<file path="config.mk">
export PLATFORM = sky130hd
export DESIGN_NAME = vga_scan_driver
export DESIGN_NICKNAME = d
export VERILOG_FILES = /design/src/rtl/vga_timing_pkg.sv /design/src/rtl/sync_delay_line.sv /design/src/rtl/vga_scan_driver.sv
export SDC_FILE = /design/constraint.sdc
export NUM_CORES = 1
export LEC_CHECK = 0
export CAP_MARGIN = 5
export CORE_UTILIZATION = 42
export DETAILED_ROUTE_END_ITERATION = 8
export PLACE_DENSITY_LB_ADDON = 0.3
export SYNTH_ARGS = -nofsm -noshare
export SYNTH_HDL_FRONTEND = slang
export SYNTH_HIERARCHICAL = 1
export SYNTH_SLANG_ARGS = --single-unit
</file>
<file path="constraint.sdc">
create_clock -name clk -period 2.7 [get_ports clk]
set_clock_uncertainty 0.05 [all_clocks]
set_input_delay 0.81 -clock clk [delete_from_list [all_inputs] [get_ports clk]]
set_output_delay 0.81 -clock clk [all_outputs]
set_load 0.02 [all_outputs]
</file>
<file path="src/rtl/vga_timing_pkg.sv">
// Shared raster timing for the 640x480@60 VGA output path: default timing
// constants, derived sync windows, the coordinate type and the sync bundle.
package vga_timing_pkg;

    typedef logic [9:0] coord_t;

    localparam int H_ACTIVE = 640;
    localparam int H_FP     = 16;
    localparam int H_SYNC   = 96;
    localparam int H_BP     = 48;
    localparam int V_ACTIVE = 480;
    localparam int V_FP     = 10;
    localparam int V_SYNC   = 2;
    localparam int V_BP     = 33;

    localparam int H_TOTAL = H_ACTIVE + H_FP + H_SYNC + H_BP;
    localparam int V_TOTAL = V_ACTIVE + V_FP + V_SYNC + V_BP;

    // Inclusive count ranges during which the raw syncs are asserted.
    localparam int H_SYNC_START = H_ACTIVE + H_FP;
    localparam int H_SYNC_END   = H_SYNC_START + H_SYNC - 1;
    localparam int V_SYNC_START = V_ACTIVE + V_FP;
    localparam int V_SYNC_END   = V_SYNC_START + V_SYNC - 1;

    localparam logic [23:0] RGB_BLACK = 24'h000000;

    // Timing bits that travel together down the alignment delay line.
    typedef struct packed {
        logic hs;
        logic vs;
        logic blank;
    } sync_bus_t;

endpackage

</file>
<file path="src/rtl/sync_delay_line.sv">
// Fixed-depth shift register with a synchronous flush to a known value; used
// to delay raw hsync/vsync/blank so they line up with the colour pipeline.
module sync_delay_line #(
    parameter int               DEPTH     = 2,
    parameter int               WIDTH     = 3,
    parameter logic [WIDTH-1:0] FLUSH_VAL = '0
) (
    input  logic             clk,
    input  logic             reset,
    input  logic [WIDTH-1:0] data_i,
    output logic [WIDTH-1:0] data_o
);

    logic [WIDTH-1:0] stage_q [DEPTH];

    // Shift one stage per clk; reset refills every stage with the flush value.
    always_ff @(posedge clk) begin
        if (reset) begin
            // NOTE: this small array is reset on purpose because its contents reach the
            // pins directly; bulk storage (RAMs) is normally left unreset.
            for (int i = 0; i < DEPTH; i++) begin
                stage_q[i] <= FLUSH_VAL;
            end
        end else begin
            stage_q[0] <= data_i;
            for (int i = 1; i < DEPTH; i++) begin
                stage_q[i] <= stage_q[i-1];
            end
        end
    end

    assign data_o = stage_q[DEPTH-1];

endmodule

</file>
<file path="src/rtl/vga_scan_driver.sv">
// VGA raster generator and DAC output stage: pixel divider, h/v counters,
// sync decode, pipeline-matched sync/blank delay and registered DAC pins.
module vga_scan_driver #(
    parameter int   H_ACTIVE    = vga_timing_pkg::H_ACTIVE,
    parameter int   H_FP        = vga_timing_pkg::H_FP,
    parameter int   H_SYNC      = vga_timing_pkg::H_SYNC,
    parameter int   H_BP        = vga_timing_pkg::H_BP,
    parameter int   V_ACTIVE    = vga_timing_pkg::V_ACTIVE,
    parameter int   V_FP        = vga_timing_pkg::V_FP,
    parameter int   V_SYNC      = vga_timing_pkg::V_SYNC,
    parameter int   V_BP        = vga_timing_pkg::V_BP,
    parameter int   CLK_DIV     = 2,
    parameter int   PIPE_LAT    = 1,
    parameter logic SYNC_ACTIVE = 1'b0
) (
    input  logic        clk,
    input  logic        reset,
    input  logic [23:0] rgb_in,
    output logic [9:0]  xpixel,
    output logic [9:0]  ypixel,
    output logic        blank,
    output logic        pix_en,
    output logic        frame_tick,
    output logic [7:0]  vga_r,
    output logic [7:0]  vga_g,
    output logic [7:0]  vga_b,
    output logic        vga_hs,
    output logic        vga_vs,
    output logic        vga_blank_n,
    output logic        vga_sync_n,
    output logic        vga_clk
);

    import vga_timing_pkg::*;

    localparam int DIV_W = (CLK_DIV > 2) ? $clog2(CLK_DIV) : 1;
    typedef logic [DIV_W-1:0] div_t;

    localparam div_t   DIV_LAST = div_t'(CLK_DIV - 1);
    localparam div_t   DIV_HALF = div_t'(CLK_DIV / 2);
    localparam coord_t H_LAST   = coord_t'(H_ACTIVE + H_FP + H_SYNC + H_BP - 1);
    localparam coord_t V_LAST   = coord_t'(V_ACTIVE + V_FP + V_SYNC + V_BP - 1);
    localparam coord_t H_VIS    = coord_t'(H_ACTIVE);
    localparam coord_t V_VIS    = coord_t'(V_ACTIVE);
    localparam coord_t V_TICK   = coord_t'(V_ACTIVE - 1);
    localparam coord_t HS_FIRST = coord_t'(H_ACTIVE + H_FP);
    localparam coord_t HS_LAST  = coord_t'(H_ACTIVE + H_FP + H_SYNC - 1);
    localparam coord_t VS_FIRST = coord_t'(V_ACTIVE + V_FP);
    localparam coord_t VS_LAST  = coord_t'(V_ACTIVE + V_FP + V_SYNC - 1);

    localparam sync_bus_t BUS_FLUSH = '{hs: 1'b0, vs: 1'b0, blank: 1'b1};

    div_t        div_q, div_d;
    coord_t      hcount_q, hcount_d;
    coord_t      vcount_q, vcount_d;
    logic        vga_clk_q;
    logic        hs_raw, vs_raw;
    sync_bus_t   raw_bus, dly_bus;
    logic [23:0] rgb_q;
    logic        blank_n_q, hs_q, vs_q;

    assign pix_en     = (div_q == DIV_LAST);
    assign frame_tick = pix_en && (hcount_q == H_LAST) && (vcount_q == V_TICK);

    // Next state of the pixel divider and the raster counters.
    always_comb begin
        // NOTE: defaults first, so every path assigns every output and no latch is inferred.
        div_d    = div_q + div_t'(1);
        hcount_d = hcount_q;
        vcount_d = vcount_q;
        if (pix_en) begin
            div_d = '0;
            if (hcount_q == H_LAST) begin
                hcount_d = '0;
                vcount_d = (vcount_q == V_LAST) ? '0 : vcount_q + coord_t'(1);
            end else begin
                hcount_d = hcount_q + coord_t'(1);
            end
        end
    end

    // Counter flops; vga_clk is decoded from the next divider value so it is itself a flop.
    always_ff @(posedge clk) begin
        if (reset) begin
            div_q     <= '0;
            hcount_q  <= '0;
            vcount_q  <= '0;
            vga_clk_q <= 1'b0;
        end else begin
            // NOTE: non-blocking so every flop samples pre-edge values regardless of statement order.
            div_q     <= div_d;
            hcount_q  <= hcount_d;
            vcount_q  <= vcount_d;
            vga_clk_q <= (div_d >= DIV_HALF);
        end
    end

    assign xpixel  = hcount_q;
    assign ypixel  = vcount_q;
    assign vga_clk = vga_clk_q;

    assign blank   = (hcount_q >= H_VIS) || (vcount_q >= V_VIS);
    assign hs_raw  = (hcount_q >= HS_FIRST) && (hcount_q <= HS_LAST);
    assign vs_raw  = (vcount_q >= VS_FIRST) && (vcount_q <= VS_LAST);
    assign raw_bus = '{hs: hs_raw, vs: vs_raw, blank: blank};

    // The compositor needs PIPE_LAT clks to produce rgb_in; the output register
    // below is the final stage, so the syncs see PIPE_LAT+1 clks in total.
    sync_delay_line #(
        .DEPTH     (PIPE_LAT),
        .WIDTH     ($bits(sync_bus_t)),
        .FLUSH_VAL (BUS_FLUSH)
    ) u_sync_delay (
        .clk    (clk),
        .reset  (reset),
        .data_i (raw_bus),
        .data_o (dly_bus)
    );

    // DAC output register: colour forced black while the aligned blank is set.
    always_ff @(posedge clk) begin
        if (reset) begin
            rgb_q     <= RGB_BLACK;
            blank_n_q <= 1'b0;
            hs_q      <= ~SYNC_ACTIVE;
            vs_q      <= ~SYNC_ACTIVE;
        end else begin
            rgb_q     <= dly_bus.blank ? RGB_BLACK : rgb_in;
            blank_n_q <= ~dly_bus.blank;
            hs_q      <= dly_bus.hs ? SYNC_ACTIVE : ~SYNC_ACTIVE;
            vs_q      <= dly_bus.vs ? SYNC_ACTIVE : ~SYNC_ACTIVE;
        end
    end

    assign {vga_r, vga_g, vga_b} = rgb_q;
    assign vga_blank_n           = blank_n_q;
    assign vga_hs                = hs_q;
    assign vga_vs                = vs_q;
    assign vga_sync_n            = 1'b0;

endmodule

</file>
==> impl_metrics.yaml, run 1 <==
run_status:
  status: "complete, no violations"
synth:
  ys_ff_latch: 51
  ys_async_sr_fraction_pct: 0
  mappedNetlistArea_um2: 1930
  synth.most_common_cell: "dfxtp_1"
  netlist_instances: 195
  synth_edf_count: 0
  synth_cell_types: 42
  synth_area_per_cell_um2: 9.87
  syn-num-nets: 225
  synth-main-ff-cell: "dfxtp_1"
  yosysWarnings: 6
  synthDominantCellAreaShare_pct: 53.0
  yosys-top-cells-area: "dfxtp_1, and2_1, xnor2_1"
  ys_seq_area_share_pct: 53.0
  synthTopCellsByCount: "dfxtp_1, and2_1, nor2_1, nand2_1"
  synth_top_cell_by_area: "dfxtp_1"
clock_network:
  clk_latency_ns: 0.30
  cts_tree: "done"
  h-tree-depth: 2
  clkTransAtPathRegs_ns: 0.09
  cts_sinks: 51
  numCtsBuffers: 5
  hold_buffers: 0
  cts_max_path_buffers: 2
  root_buffer: "clkbuf_8"
global_route:
  gr-max-usage-layer: "met2"
  grt_max_degree: 26
  globalRouteTotalUtil_pct: 18.4
  antenna_found_initial: 0
  use_met3_pct: 8.87
  grt_pass1_wl_mm: 6.96
  grt_pass1_vias: 1530
  grt_use_met1_pct: 21.7
  grt_overflow: 0
  use_met2_pct: 28.3
finish:
  multi_input_area_um2: 842
  postLayoutCellArea_um2: 3000
  seqCellArea_um2: 1020
  num_antenna_cells: 0
  num-fill-cells: 351
  syn_to_final_growth_pct: 55.8
  fin_cells: 350
  drive_gt1_share_pct: 15.8
  fin_nets: 327
floorplanning:
  dieArea_um2: 4860
  die_w_um: 69.7
  io_pins: 78
  start_util_pct: 43.9
  rows: 24
  die_h_um: 69.7
  core-area_um2: 4380
worst_setup_path:
  worstPathCellList: "ha_1 -> nand4b_1 -> nor4_2 -> and4b_1 -> clkbuf_2"
  cp_num_buf_inv: 1
  cp-end-kind: "primary output"
  start_kind: "register"
  path_class: "reg2out"
  path_delay_family: "simple AND/OR/NAND/NOR gates"
  max_stage_delay_ns: 0.39
  crit_required_ns: 1.84
  arrival_ns: 1.76
  cp_max_fo: 2
  cp_slowest_cell: "nor4_2"
sta:
  finalWorstSetupSlack_ns: 0.0767
  finalSetupViolCount: 0
  whs_ns: 0.330
  worst_pin_slew_ns: 0.587
  period_share_pct: 97.2
  min_period_ns: 2.62
  hold_viol: 0
  fmax_mhz: 381
  maxSlewViolCount: 0
  slew_headroom_pct: 60.6
  fin_setup_tns_ns: 0
power:
  intPower_mw: 1.04
  pwr-share-comb_pct: 10.7
  p_clk_share_pct: 31.2
  p_sw_share_pct: 22.4
  p_sw_mw: 0.299
  seqPwrFrac_pct: 58.2
  power_density_nw_per_um2: 445
  vdd_drop_max_mv: 0.326
  p_leak_nw: 1.18
route:
  vias: 1684
  ant_nets: 0
  drtIter0Drc: 69
  wirelength_mm: 4.29
  viasPerCell: 4.81
  drtPass1Iterations: 4
  wl_per_cell_um: 12.3
  drc: 0
run:
  cap_viol_max_count: 0
worst_hold_path:
  hold_path.class: "reg2reg"
place:
  placed_cells: 339
  port_buffers: 76
  hpwl_mm: 3.29
  place_ws_ns: -0.0115
  place_congestion: 0.889
  placed_area_um2: 2900
[metrics by stage]
step	total power, mW	utilization, %
after floorplan	0.853	-
after global routing	1.39	68.4
final	1.34	68.4
after detailed placement	0.937	66.0
after CTS	1.35	68.2
after global placement	0.935	66.0
[what timing repair did]
action	CTS	global route
pin swaps	1	1
setup buffers	1	1
gates resized for setup	4	2
endpoints found under the setup margin	2	1
[placed cells by master, fill, tap and decap left out, types with 2 or more instances in the layout]
master / synthesis / routed
inv_1: 7 / 7
clkbuf_8: 0 / 5
clkbuf_1: 5 / 2
dfxtp_1: 51 / 51
nand3_1: 8 / 8
clkdlybuf4s50_1: 0 / 74
and2_1: 24 / 24
xnor2_1: 8 / 8
nand4_1: 5 / 5
and2b_2: 2 / 2
nor3_1: 4 / 4
nor2_1: 18 / 18
buf_4: 2 / 28
nor4_2: 1 / 2
and4_1: 2 / 2
xor2_1: 5 / 5
nand2b_1: 3 / 3
a31o_2: 2 / 2
nor4_1: 5 / 4
nand2_1: 9 / 9
a21oi_1: 6 / 6
ha_1: 4 / 4
[path summary, 6_finish.rpt]
check                                              from                endpoint  slack [ns]  depth (start not counted)
setup / recovery                 xpixel[0]$_SDFFE_PP0P_              frame_tick        0.08                          5
hold reg to reg   u_sync_delay/stage_q[0][2]$_SDFF_PP0_       vga_hs$_SDFF_PP1_        0.33                          1
hold / removal    u_sync_delay/stage_q[0][2]$_SDFF_PP0_       vga_hs$_SDFF_PP1_        0.33                          1
setup reg to reg                 xpixel[0]$_SDFFE_PP0P_  ypixel[2]$_SDFFE_PP0P_        0.66                          6
[metal layers]
metal	part of all wire [%]	routed length (um)	vias up
met5	0	0	-
met4	2.6	112	0
met3	9.9	425	12
met2	45	1930	67
met1	43	1820	752
li1	-	-	853
[flip-flops by register name, indices dropped and copies added (netlist names)]
name / count
rgb_q: 24
xpixel: 10
ypixel: 10
u_sync_delay/stage_q: 3
pix_en: 1
vga_blank_n: 1
vga_hs: 1
vga_vs: 1
[power groups by stage]
stage | Sequential [mW] | Clock, mW | Combinational (mW)
after floorplan | 0.821 | 0 | 0.0324
after global placement | 0.794 | 0 | 0.141
after detailed placement | 0.795 | 0 | 0.142
after CTS | 0.777 | 0.430 | 0.143
after global routing | 0.779 | 0.459 | 0.153
final | 0.777 | 0.416 | 0.142
[logic make-up after synthesis]
group | Yosys count | synth area share, %
AOI/OAI and AO/OA | 14 | 4.94
xor gates and xnor gates | 13 | 5.91
adders and majority gates | 4 | 2.60
buffers and inverters | 16 | 3.64
DFF | 51 | 53.0
other | 1 | 0.195
and+or+nand+nor | 96 | 29.7
[area by class of cell]
class	instances	area share (%)
Inverter	7	0.876
Sequential cell	51	34.0
Multi-Input combinational cell	128	28.1
Clock inverter	1	0.167
Clock buffer	7	2.54
Timing Repair Buffer	104	32.2
Tap cell	52	2.17
Note: power is estimated with default switching activity, not from simulation.
==> run 2, diff against run 1 <==
- ABC_AREA: default -> 1
- CORE_UTILIZATION: 42 -> 43
==> impl_metrics.yaml, run 2 <==
run_status:
  status: "finished with violations"
  violations: "design-rule violations"
finish:
  fin_nets: 395
  postLayoutCellArea_um2: 3050
  drive_gt1_share_pct: 9.02
  regMostFlops: "rgb_q"
  final_util_pct: 68.1
  multi_input_area_um2: 792
  syn_to_final_growth_pct: 47.4
  largest_reg_flops: 24
  num-fill-cells: 392
  seqCellArea_um2: 1020
  num_antenna_cells: 0
  fin_cells: 418
  layout_common_cells: "clkdlybuf4s50_1, nor2_1, inv_1"
  final_common_cell: "clkdlybuf4s50_1"
synth:
  ys_seq_area_share_pct: 49.4
  ys_async_sr_fraction_pct: 0
  synth_edf_count: 0
  synth_top_cell_by_area: "dfxtp_1"
  synth-compound-area-share_pct: 3.69
  netlist_instances: 278
  yosys-top-cells-area: "dfxtp_1, nor2_1, inv_1"
  syn-num-nets: 308
  ys_ff_latch: 51
  synthDominantCellAreaShare_pct: 49.4
  synth_simple_gate_area_share_pct: 29.9
  mappedNetlistArea_um2: 2070
  synth_mux_area_share_pct: 0
  yosysWarnings: 6
  synth_area_per_cell_um2: 7.44
  synth.most_common_cell: "nor2_1"
  synthTopCellsByCount: "nor2_1, inv_1, dfxtp_1, nand2_1, nand3_1"
  synth-main-ff-cell: "dfxtp_1"
  synth_top_family_by_area: "simple AND/OR/NAND/NOR gates"
  synth_adder_area_share_pct: 2.42
  synth_cell_types: 28
  post_synth_xor_area_fraction_pct: 2.12
worst_hold_path:
  hold_path.class: "reg2reg"
  holdPathStages: 1
place:
  hpwl_mm: 3.52
  port_buffers: 76
  placed_area_um2: 2940
  place_congestion: 0.836
  placed_cells: 410
route:
  top_layer: "met4"
  wl_per_cell_um: 11.0
  drc: 4
  met3_length_um: 157
  viasPerCell: 4.54
  wirelength_mm: 4.60
  vias: 1896
  drtPass1Iterations: 6
  wl_met2_mm: 2.34
  drtIter0Drc: 114
  ant_nets: 0
  met1Wirelength_mm: 2.06
global_route:
  antenna_found_initial: 0
  grt_pass1_wl_mm: 7.64
  grt_max_degree: 25
  globalRouteTotalUtil_pct: 19.0
  grt_overflow: 0
  grt_pass1_vias: 1728
sta:
  finalSetupViolCount: 0
  fin_setup_tns_ns: 0
  rsz0062_at_grt: "false"
  hold_viol: 0
  min_period_ns: 2.60
  fmax_mhz: 384
  period_share_pct: 96.5
  maxSlewViolCount: 0
floorplanning:
  rows: 24
  start_util_pct: 46.2
  dieArea_um2: 5090
  die_h_um: 71.3
  io_pins: 78
  die_w_um: 71.3
  core-area_um2: 4470
clock_network:
  h-tree-depth: 2
  hold_buffers: 0
  cts_tree: "done"
  cts_max_path_buffers: 2
  numCtsBuffers: 5
  clk_latency_ns: 0.30
  post_cts_buffers: 0
  root_buffer: "clkbuf_8"
  clkTransAtPathRegs_ns: 0.10
  cts_sinks: 51
worst_setup_path:
  worst-r2r-cell-count: 8
  cp-end-kind: "primary output"
  crit_required_ns: 1.84
  cp_max_fo: 7
  start_kind: "register"
  path_class: "reg2out"
  arrival_ns: 1.74
power:
  p_leak_nw: 1.30
  p_total_mw: 1.47
  power_density_nw_per_um2: 482
  vdd_drop_max_mv: 0.303
run:
  cap_viol_max_count: 0
[run 2: timing repair]
action	4_1_cts	5_1_grt
endpoints found under the setup margin	1	2
gates cloned	0	0
hold endpoints to repair	0	0
resized for setup	1	4
[run 2: report_power, final]
part,switching [mW],internal (mW),leakage (nW),total (mW)
sequential,0.00534,0.771,0.416,0.776
clock,0.266,0.279,0.0548,0.545
combinational,0.0694,0.0786,0.829,0.148
[run 2: layout make-up]
cell class | instances | area share (%)
clock buffer | 5 | 2.26
clock inverter | 3 | 1.52
inverter | 53 | 6.53
multi-input combinational | 165 | 26.0
sequential | 51 | 33.6
tap | 52 | 2.14
timing repair buffer | 89 | 28.0
[run 2: per-layer routing]
layer / track usage [%] / up-vias
met2: 33.4 / 36
li1: - / 999
met1: 23.0 / 857
met4: 5.33 / 0
met5: 0 / -
met3: 4.92 / 4
[run 2: critical path: stages, from the launching register on]
cell and delay (ns):
dfxtp_1 0.45, nand4_1 0.19, nand4_1 0.16, clkdlybuf4s50_1 0.63
[run 2: cells by family after synthesis]
family	after synthesis
AO/OA/AOI/OAI	14
XOR/XNOR	5
flip-flops	51
other	1
adder cells (fa/ha/maj)	4
buffers and inverters	62
AND/OR/NAND/NOR	141
[run 2: metrics by stage]
stage,hold WS (ns),setup slack [ns]
CTS,0.335,0.00349
global route,0.355,0.00270
floorplan,0.302,0.196
finish,0.331,0.0951
detailed placement,0.313,0.0638
global placement,0.306,0.0794
[run 2: path summary, 6_finish.rpt]
| check | startpoint | to | slack (ns) |
|---|---|---|---|
| hold / removal | u_sync_delay/stage_q[0][2]$_SDFF_PP0_ | vga_hs$_SDFF_PP1_ | 0.33 |
| hold reg to reg | u_sync_delay/stage_q[0][2]$_SDFF_PP0_ | vga_hs$_SDFF_PP1_ | 0.33 |
| setup reg to reg | xpixel[1]$_SDFFE_PP0P_ | ypixel[9]$_SDFFE_PP0P_ | 1.11 |
| setup / recovery | ypixel[8]$_SDFFE_PP0P_ | blank | 0.1 |
